### config.mk
export PLATFORM = sky130hd
export DESIGN_NAME = mtr_ramp_ctrl_flat
export DESIGN_NICKNAME = d
export VERILOG_FILES = /design/src/rtl/mtr_ramp_ctrl_if.sv /design/src/rtl/mtr_ramp_ctrl.sv /design/src/flat_wrapper.sv
export SDC_FILE = /design/constraint.sdc
export NUM_CORES = 1
export LEC_CHECK = 0
export CAP_MARGIN = 5
export CORE_MARGIN = 1.5
export CORE_UTILIZATION = 65
export DETAILED_ROUTE_END_ITERATION = 16
export GPL_ROUTABILITY_DRIVEN = 0
export PLACE_DENSITY = 0.84
export SLEW_MARGIN = 20
export SYNTH_ARGS = -nofsm -noshare
export SYNTH_HDL_FRONTEND = slang
export SYNTH_SLANG_ARGS = --single-unit
### constraint.sdc
create_clock -name clk -period 9.3 [get_ports clk]
set_input_delay 1.395 -clock clk [delete_from_list [all_inputs] [get_ports clk]]
set_output_delay 1.395 -clock clk [all_outputs]
set_load 0.05 [all_outputs]
### src/rtl/mtr_ramp_ctrl_if.sv
// Bundle of signals between the command source / PWM timer side and the
// ramp controller for one motor channel.
//   master : drives the command, brake and period-start pulse
//   slave  : the ramp controller, returns duty, direction and busy
interface mtr_ramp_ctrl_if;
  logic        cmd_vld;
  logic [10:0] cmd;
  logic        brake;
  logic        prd_strt;
  logic [9:0]  duty;
  logic        rev;
  logic        busy;

  modport master (
    output cmd_vld,
    output cmd,
    output brake,
    output prd_strt,
    input  duty,
    input  rev,
    input  busy
  );

  modport slave (
    input  cmd_vld,
    input  cmd,
    input  brake,
    input  prd_strt,
    output duty,
    output rev,
    output busy
  );
endinterface

### src/rtl/mtr_ramp_ctrl.sv
// Slew-limited duty scheduler for one motor channel.
// Turns a signed 11-bit drive command into a 10-bit duty magnitude plus a
// direction bit, stepping duty by STEP once per PWM period (on prd_strt only).
// A direction reversal first decelerates duty to zero; brake forces zero at once.
// Optional build macro MTR_DEADTIME_EN adds a DEAD state that holds duty at
// zero for DEAD_PRDS PWM periods between deceleration and the new direction.
module mtr_ramp_ctrl #(
  parameter int unsigned STEP      = 8,
  parameter int unsigned DEAD_PRDS = 4
) (
  input logic            clk,
  input logic            rst_n,
  mtr_ramp_ctrl_if.slave bus
);

  localparam logic [10:0] STEP_W = 11'(STEP);
  localparam bit CFG_OK = (STEP >= 1) && (STEP <= 1023) &&
                          (DEAD_PRDS >= 1) && (DEAD_PRDS <= 255);

  // Reject out-of-range parameters at elaboration time.
  if (!CFG_OK) begin : g_bad_cfg
    $error("mtr_ramp_ctrl: STEP must be 1..1023 and DEAD_PRDS 1..255");
  end

  typedef enum logic [2:0] {
    ST_IDLE  = 3'd0,
    ST_RAMP  = 3'd1,
    ST_DECEL = 3'd2,
    ST_BRAKE = 3'd3
`ifdef MTR_DEADTIME_EN
    ,
    ST_DEAD  = 3'd4
`endif
  } state_t;

  // State entered when deceleration reaches zero duty.
`ifdef MTR_DEADTIME_EN
  localparam state_t ST_ZERO    = ST_DEAD;
  localparam logic [7:0] DEAD_LAST = 8'(DEAD_PRDS - 1);
`else
  localparam state_t ST_ZERO    = ST_IDLE;
`endif

  // |cmd|, with the single unrepresentable value -1024 saturated to 1023.
  function automatic logic [9:0] cmd_mag(input logic [10:0] c);
    logic [10:0] neg;
    neg = ~c + 11'd1;
    if (c == 11'h400) begin
      cmd_mag = 10'd1023;
    end else if (c[10]) begin
      cmd_mag = neg[9:0];
    end else begin
      cmd_mag = c[9:0];
    end
  endfunction

  // min(d + STEP, t), 11 bits wide so the sum can never wrap.
  function automatic logic [9:0] step_up(input logic [9:0] d, input logic [9:0] t);
    logic [10:0] sum;
    sum = {1'b0, d} + STEP_W;
    if (sum > {1'b0, t}) begin
      step_up = t;
    end else begin
      step_up = sum[9:0];
    end
  endfunction

  // max(d - STEP, t), signed so the floor (t >= 0) also clamps underflow.
  function automatic logic [9:0] step_dn(input logic [9:0] d, input logic [9:0] t);
    logic signed [11:0] diff;
    diff = $signed({2'b00, d}) - $signed({1'b0, STEP_W});
    if (diff < $signed({2'b00, t})) begin
      step_dn = t;
    end else begin
      step_dn = diff[9:0];
    end
  endfunction

  // One ramp step of d toward t; equal means hold.
  function automatic logic [9:0] move_toward(input logic [9:0] d, input logic [9:0] t);
    if (d < t) begin
      move_toward = step_up(d, t);
    end else if (d > t) begin
      move_toward = step_dn(d, t);
    end else begin
      move_toward = d;
    end
  endfunction

  state_t      state_q, state_d;
  logic [9:0]  duty_q, duty_d;
  logic        rev_q, rev_d;
  logic        busy_q, busy_d;
  logic [9:0]  tgt_mag_q, tgt_mag_d;
  logic        tgt_rev_q, tgt_rev_d;
  logic [9:0]  toward_s;
  logic [9:0]  dec_s;
`ifdef MTR_DEADTIME_EN
  logic [7:0]  dead_cnt_q, dead_cnt_d;
`endif

  assign toward_s = move_toward(duty_q, tgt_mag_q);
  assign dec_s    = step_dn(duty_q, 10'd0);

  // Next-state, duty/direction update and target capture.
  always_comb begin
    state_d   = state_q;
    duty_d    = duty_q;
    rev_d     = rev_q;
    tgt_mag_d = tgt_mag_q;
    tgt_rev_d = tgt_rev_q;
`ifdef MTR_DEADTIME_EN
    dead_cnt_d = dead_cnt_q;
`endif

    if (bus.brake) begin
      // Brake wins over everything, no prd_strt needed; rev is held.
      state_d   = ST_BRAKE;
      duty_d    = 10'd0;
      tgt_mag_d = 10'd0;
`ifdef MTR_DEADTIME_EN
      dead_cnt_d = 8'd0;
`endif
    end else begin
      // Steps use the target held before any same-cycle cmd_vld.
      case (state_q)
        ST_IDLE: begin
          if (bus.prd_strt && (tgt_mag_q != 10'd0)) begin
            rev_d   = tgt_rev_q;
            duty_d  = step_up(10'd0, tgt_mag_q);
            state_d = ST_RAMP;
          end else begin
            duty_d  = 10'd0;
          end
        end
        ST_RAMP: begin
          if (bus.prd_strt) begin
            if ((tgt_rev_q != rev_q) && (duty_q != 10'd0)) begin
              duty_d  = dec_s;
              state_d = (dec_s == 10'd0) ? ST_ZERO : ST_DECEL;
            end else begin
              duty_d  = toward_s;
              state_d = ((toward_s == 10'd0) && (tgt_mag_q == 10'd0)) ? ST_IDLE : ST_RAMP;
            end
          end else begin
            state_d = ST_RAMP;
          end
        end
        ST_DECEL: begin
          if (bus.prd_strt) begin
            if ((tgt_rev_q == rev_q) && (tgt_mag_q != 10'd0)) begin
              duty_d  = toward_s;
              state_d = ST_RAMP;
            end else begin
              duty_d  = dec_s;
              state_d = (dec_s == 10'd0) ? ST_ZERO : ST_DECEL;
            end
          end else begin
            state_d = ST_DECEL;
          end
        end
`ifdef MTR_DEADTIME_EN
        ST_DEAD: begin
          duty_d = 10'd0;
          if (bus.prd_strt) begin
            if (dead_cnt_q == DEAD_LAST) begin
              dead_cnt_d = 8'd0;
              state_d    = ST_IDLE;
            end else begin
              dead_cnt_d = dead_cnt_q + 8'd1;
            end
          end else begin
            dead_cnt_d = dead_cnt_q;
          end
        end
`endif
        ST_BRAKE: begin
          // Release: forget the old target; motion needs a fresh command.
          state_d   = ST_IDLE;
          duty_d    = 10'd0;
          tgt_mag_d = 10'd0;
        end
        default: begin
          state_d = ST_IDLE;
          duty_d  = 10'd0;
        end
      endcase

      if (bus.cmd_vld) begin
        if (bus.cmd == 11'd0) begin
          tgt_mag_d = 10'd0;
        end else begin
          tgt_mag_d = cmd_mag(bus.cmd);
          tgt_rev_d = bus.cmd[10];
        end
      end else begin
        tgt_rev_d = tgt_rev_d;
      end
    end

    busy_d = !((state_d == ST_IDLE) ||
               ((state_d == ST_RAMP) && (duty_d == tgt_mag_d) && (rev_d == tgt_rev_d)));
  end

  // State, target and registered outputs.
  always_ff @(posedge clk or negedge rst_n) begin
    if (!rst_n) begin
      state_q   <= ST_IDLE;
      duty_q    <= 10'd0;
      rev_q     <= 1'b0;
      busy_q    <= 1'b0;
      tgt_mag_q <= 10'd0;
      tgt_rev_q <= 1'b0;
    end else begin
      state_q   <= state_d;
      duty_q    <= duty_d;
      rev_q     <= rev_d;
      busy_q    <= busy_d;
      tgt_mag_q <= tgt_mag_d;
      tgt_rev_q <= tgt_rev_d;
    end
  end

`ifdef MTR_DEADTIME_EN
  // Dead-time period counter.
  always_ff @(posedge clk or negedge rst_n) begin
    if (!rst_n) begin
      dead_cnt_q <= 8'd0;
    end else begin
      dead_cnt_q <= dead_cnt_d;
    end
  end
`endif

  assign bus.duty = duty_q;
  assign bus.rev  = rev_q;
  assign bus.busy = busy_q;

endmodule

### src/flat_wrapper.sv
// flat-port wrapper written by rule: the top's interface ports become plain ports
module mtr_ramp_ctrl_flat 
#(
  parameter int unsigned STEP      = 8,
  parameter int unsigned DEAD_PRDS = 4
)
  (clk, rst_n, bus_cmd_vld, bus_cmd, bus_brake, bus_prd_strt, bus_duty, bus_rev, bus_busy);
  mtr_ramp_ctrl_if bus_i ();
  input logic clk;
  input logic rst_n;
  input wire logic [$bits(bus_i.cmd_vld)-1:0] bus_cmd_vld;
  input wire logic [$bits(bus_i.cmd)-1:0] bus_cmd;
  input wire logic [$bits(bus_i.brake)-1:0] bus_brake;
  input wire logic [$bits(bus_i.prd_strt)-1:0] bus_prd_strt;
  output wire logic [$bits(bus_i.duty)-1:0] bus_duty;
  output wire logic [$bits(bus_i.rev)-1:0] bus_rev;
  output wire logic [$bits(bus_i.busy)-1:0] bus_busy;
  assign bus_i.cmd_vld = bus_cmd_vld;
  assign bus_i.cmd = bus_cmd;
  assign bus_i.brake = bus_brake;
  assign bus_i.prd_strt = bus_prd_strt;
  assign bus_duty = bus_i.duty;
  assign bus_rev = bus_i.rev;
  assign bus_busy = bus_i.busy;
  mtr_ramp_ctrl #(.STEP(STEP), .DEAD_PRDS(DEAD_PRDS)) u_core (.clk(clk), .rst_n(rst_n), .bus(bus_i));
endmodule
==> impl_metrics.yaml <==
timing:
  drv_slew: 0
  fin_crit_sh_pct: 51.1
  worst_pin_slew_ns: 0.926
  setup-violations-final: 0
  setup_ws_ns: 4.55
  hold_viol: 0
  relSlewSlack_pct: 37.8
  rsz0062_at_grt: "no"
  min_period_ns: 4.75
  clock_skew_ns: 0.00663
  setup_tns_ns: 0
  clock.fmax_mhz: 210
clock_tree:
  cts_tree: "done"
  worstSkewPairLatency_ns: 0.28
  cts_max_path_buffers: 2
  htree_levels: 1
  ctsResizeCount: 0
  clk_pin_slew_ns: 0.09
  cts_hold_buffers: 0
  root_buffer: "clkbuf_8"
  postCtsSetupRepairBufs: 0
  cts_buffers: 3
  clock-sinks: 26
synthesis:
  ys_seq_elements: 26
  synth_area_leaders: "dfrtp_1, ha_1, a21oi_1, nand2_1, o211ai_1"
  synth_top_area_share_pct: 17.0
  synth_warnings: 0
  synthArstFlopShare_pct: 100
  syn-num-nets: 540
  synth_common_cells: "a21oi_1, nand2_1, inv_1"
  synth-main-ff-cell: "dfrtp_1"
  ys_seq_area_share_pct: 17.0
  synth_enable_flop_cells: 0
  syn_inst: 498
  synth_area_per_cell_sq_um: 7.68
  ys_types: 88
  yosysMostFrequentCell: "a21oi_1"
  yosys.area.top_type: "dfrtp_1"
  syn_area_sq_um: 3820
global_routing:
  grt_overflow: 0
  grt_pass1_wl_mm: 20.8
  grt.total_usage_pct: 42.4
  grt_max_degree: 37
  antenna_found_initial: 0
  grt_pass1_vias: 4058
power_and_ir_drop:
  finalPower_mw: 0.520
  leakage_nw: 1.62
  powerDensity_nw_per_um2: 125
  ir_worst_vdd_mv: 0.0731
drt:
  routedWlPerCell_microns: 22.4
  routed_via_density: 7.70
  vias: 4491
  first_pass_iters: 9
  totalWireLength_mm: 13.1
  ant_nets: 0
  drt_iter0_drc: 927
  drc: 0
placed_design:
  place_inst: 579
  numPortBuffers: 27
  place_ws_ns: 4.70
  hpwlAfterDp_mm: 9.63
floorplanning:
  die_area_sq_um: 6350
  io_pins: 28
  rows: 27
  initial_core_util_pct: 68.6
  die_w_microns: 79.7
  die_y_microns: 79.7
  core-area_sq_um: 5570
worst_setup_path:
  startpoint_type: "primary input"
  crit_required_ns: 9.45
  crit_arrival_ns: 4.90
  cp-end-kind: "flop"
  critPathKind: "in -> reg"
  crit_path_max_fanout: 8
run:
  cap_violations: 0
min_path:
  hp-class: "reg -> reg"
finish:
  fin_nets: 554
  antennaDiodeCount: 0
  synthToLayoutAreaGrowth_pct: 8.87
  nFillCells: 465
  stdcell_count: 583
  drive_gt1_share_pct: 8.02
outcome:
  outcome: "finished clean"
[layer usage]
metal | vias up | GRT usage (%) | part of all wire [%]
met5 | - | 3.64 | 0
met4 | 0 | 18.2 | 6.0
met3 | 120 | 12.5 | 16
met2 | 425 | 62.8 | 41
met1 | 1982 | 56.6 | 37
li1 | 1964 | - | -
[state kept, by name (all words and copies together) (netlist names)]
register and count:
u_core.bus.duty 10, u_core.tgt_mag_q 10, u_core.state_q 3, u_core.bus.busy 1, u_core.bus.rev 1, u_core.tgt_rev_q 1
[layout by cell type, fill, tap and decap left out, types with 12 or more instances in the layout]
cell / netlist / layout
o21ai_0: 24 / 24
a31oi_1: 17 / 17
inv_1: 28 / 28
clkdlybuf4s50_1: 0 / 27
nor2_1: 27 / 27
nand2_1: 37 / 37
nor3_1: 12 / 12
o211ai_1: 17 / 17
dfrtp_1: 26 / 26
ha_1: 26 / 26
a21oi_1: 42 / 42
nand3_1: 25 / 25
[kinds of logic after synthesis]
kind of cell | count (synthesis) | synth area share [%]
buffers and inverters | 49 | 5.76
xor gates and xnor gates | 20 | 4.58
DFF | 26 | 17.0
AOI/OAI and AO/OA | 188 | 35.3
and+or+nand+nor | 181 | 26.8
other | 1 | 0.0981
muxes | 7 | 1.90
adders and majority gates | 26 | 8.51
[through the flow]
| stage | hold slack (ns) | util (%) | area, sq um |
|---|---|---|---|
| after detailed placement | 0.675 | 73.4 | 4090 |
| final | 0.707 | 74.7 | 4160 |
| after global routing | 0.725 | 74.7 | 4160 |
| after floorplan | 0.606 | - | 3820 |
| after global placement | 0.673 | 73.4 | 4090 |
| after CTS | 0.696 | 74.7 | 4160 |
[worst max-delay path, stage by stage]
cell             delay (ns)
clkdlybuf4s50_1        0.47
inv_1                  0.08
ha_1                   0.19
nor3b_2                0.40
a41oi_4                0.25
a21oi_1                0.41
nor2_1                 0.17
a221oi_2               0.30
o311ai_1               0.17
nor4_1                 0.36
nand4_1                0.19
nor4_1                 0.37
a32oi_1                0.16
[layout make-up]
| cell class | instances | area (sq um) | share of cell area (%) |
|---|---|---|---|
| multi-input combinational | 423 | 2950 | 70.9 |
| clock buffer | 3 | 41.3 | 0.992 |
| timing repair buffer | 30 | 293 | 7.04 |
| inverter | 28 | 105 | 2.53 |
| tap | 72 | 90.1 | 2.16 |
| sequential | 26 | 651 | 15.6 |
| clock inverter | 1 | 30.0 | 0.722 |
[path summary, 6_finish.rpt]
path / slack (ns) / start / to / cells past startpoint
worst max-delay path: 4.55 / bus_cmd[0] / u_core.bus.busy / 13
worst min-delay path: 0.71 / u_core.tgt_mag_q[6] / u_core.tgt_mag_q[6] / 2
worst max register to register: 4.55 / u_core.bus.duty[3] / u_core.bus.busy / 15
worst min register to register: 0.71 / u_core.tgt_mag_q[6] / u_core.tgt_mag_q[6] / 2
max in group asynchronous: 7.56 / rst_n / u_core.bus.duty[4] / 2
min in group asynchronous: 1.47 / rst_n / u_core.bus.duty[5] / 2
[where the power goes]
group | internal, mW | switching [mW] | total (mW)
combinational | 0.0975 | 0.186 | 0.283
clock | 0.0577 | 0.0370 | 0.0947
sequential | 0.121 | 0.0207 | 0.142
total | 0.276 | 0.244 | 0.520
(Power assumes the default switching activity.)
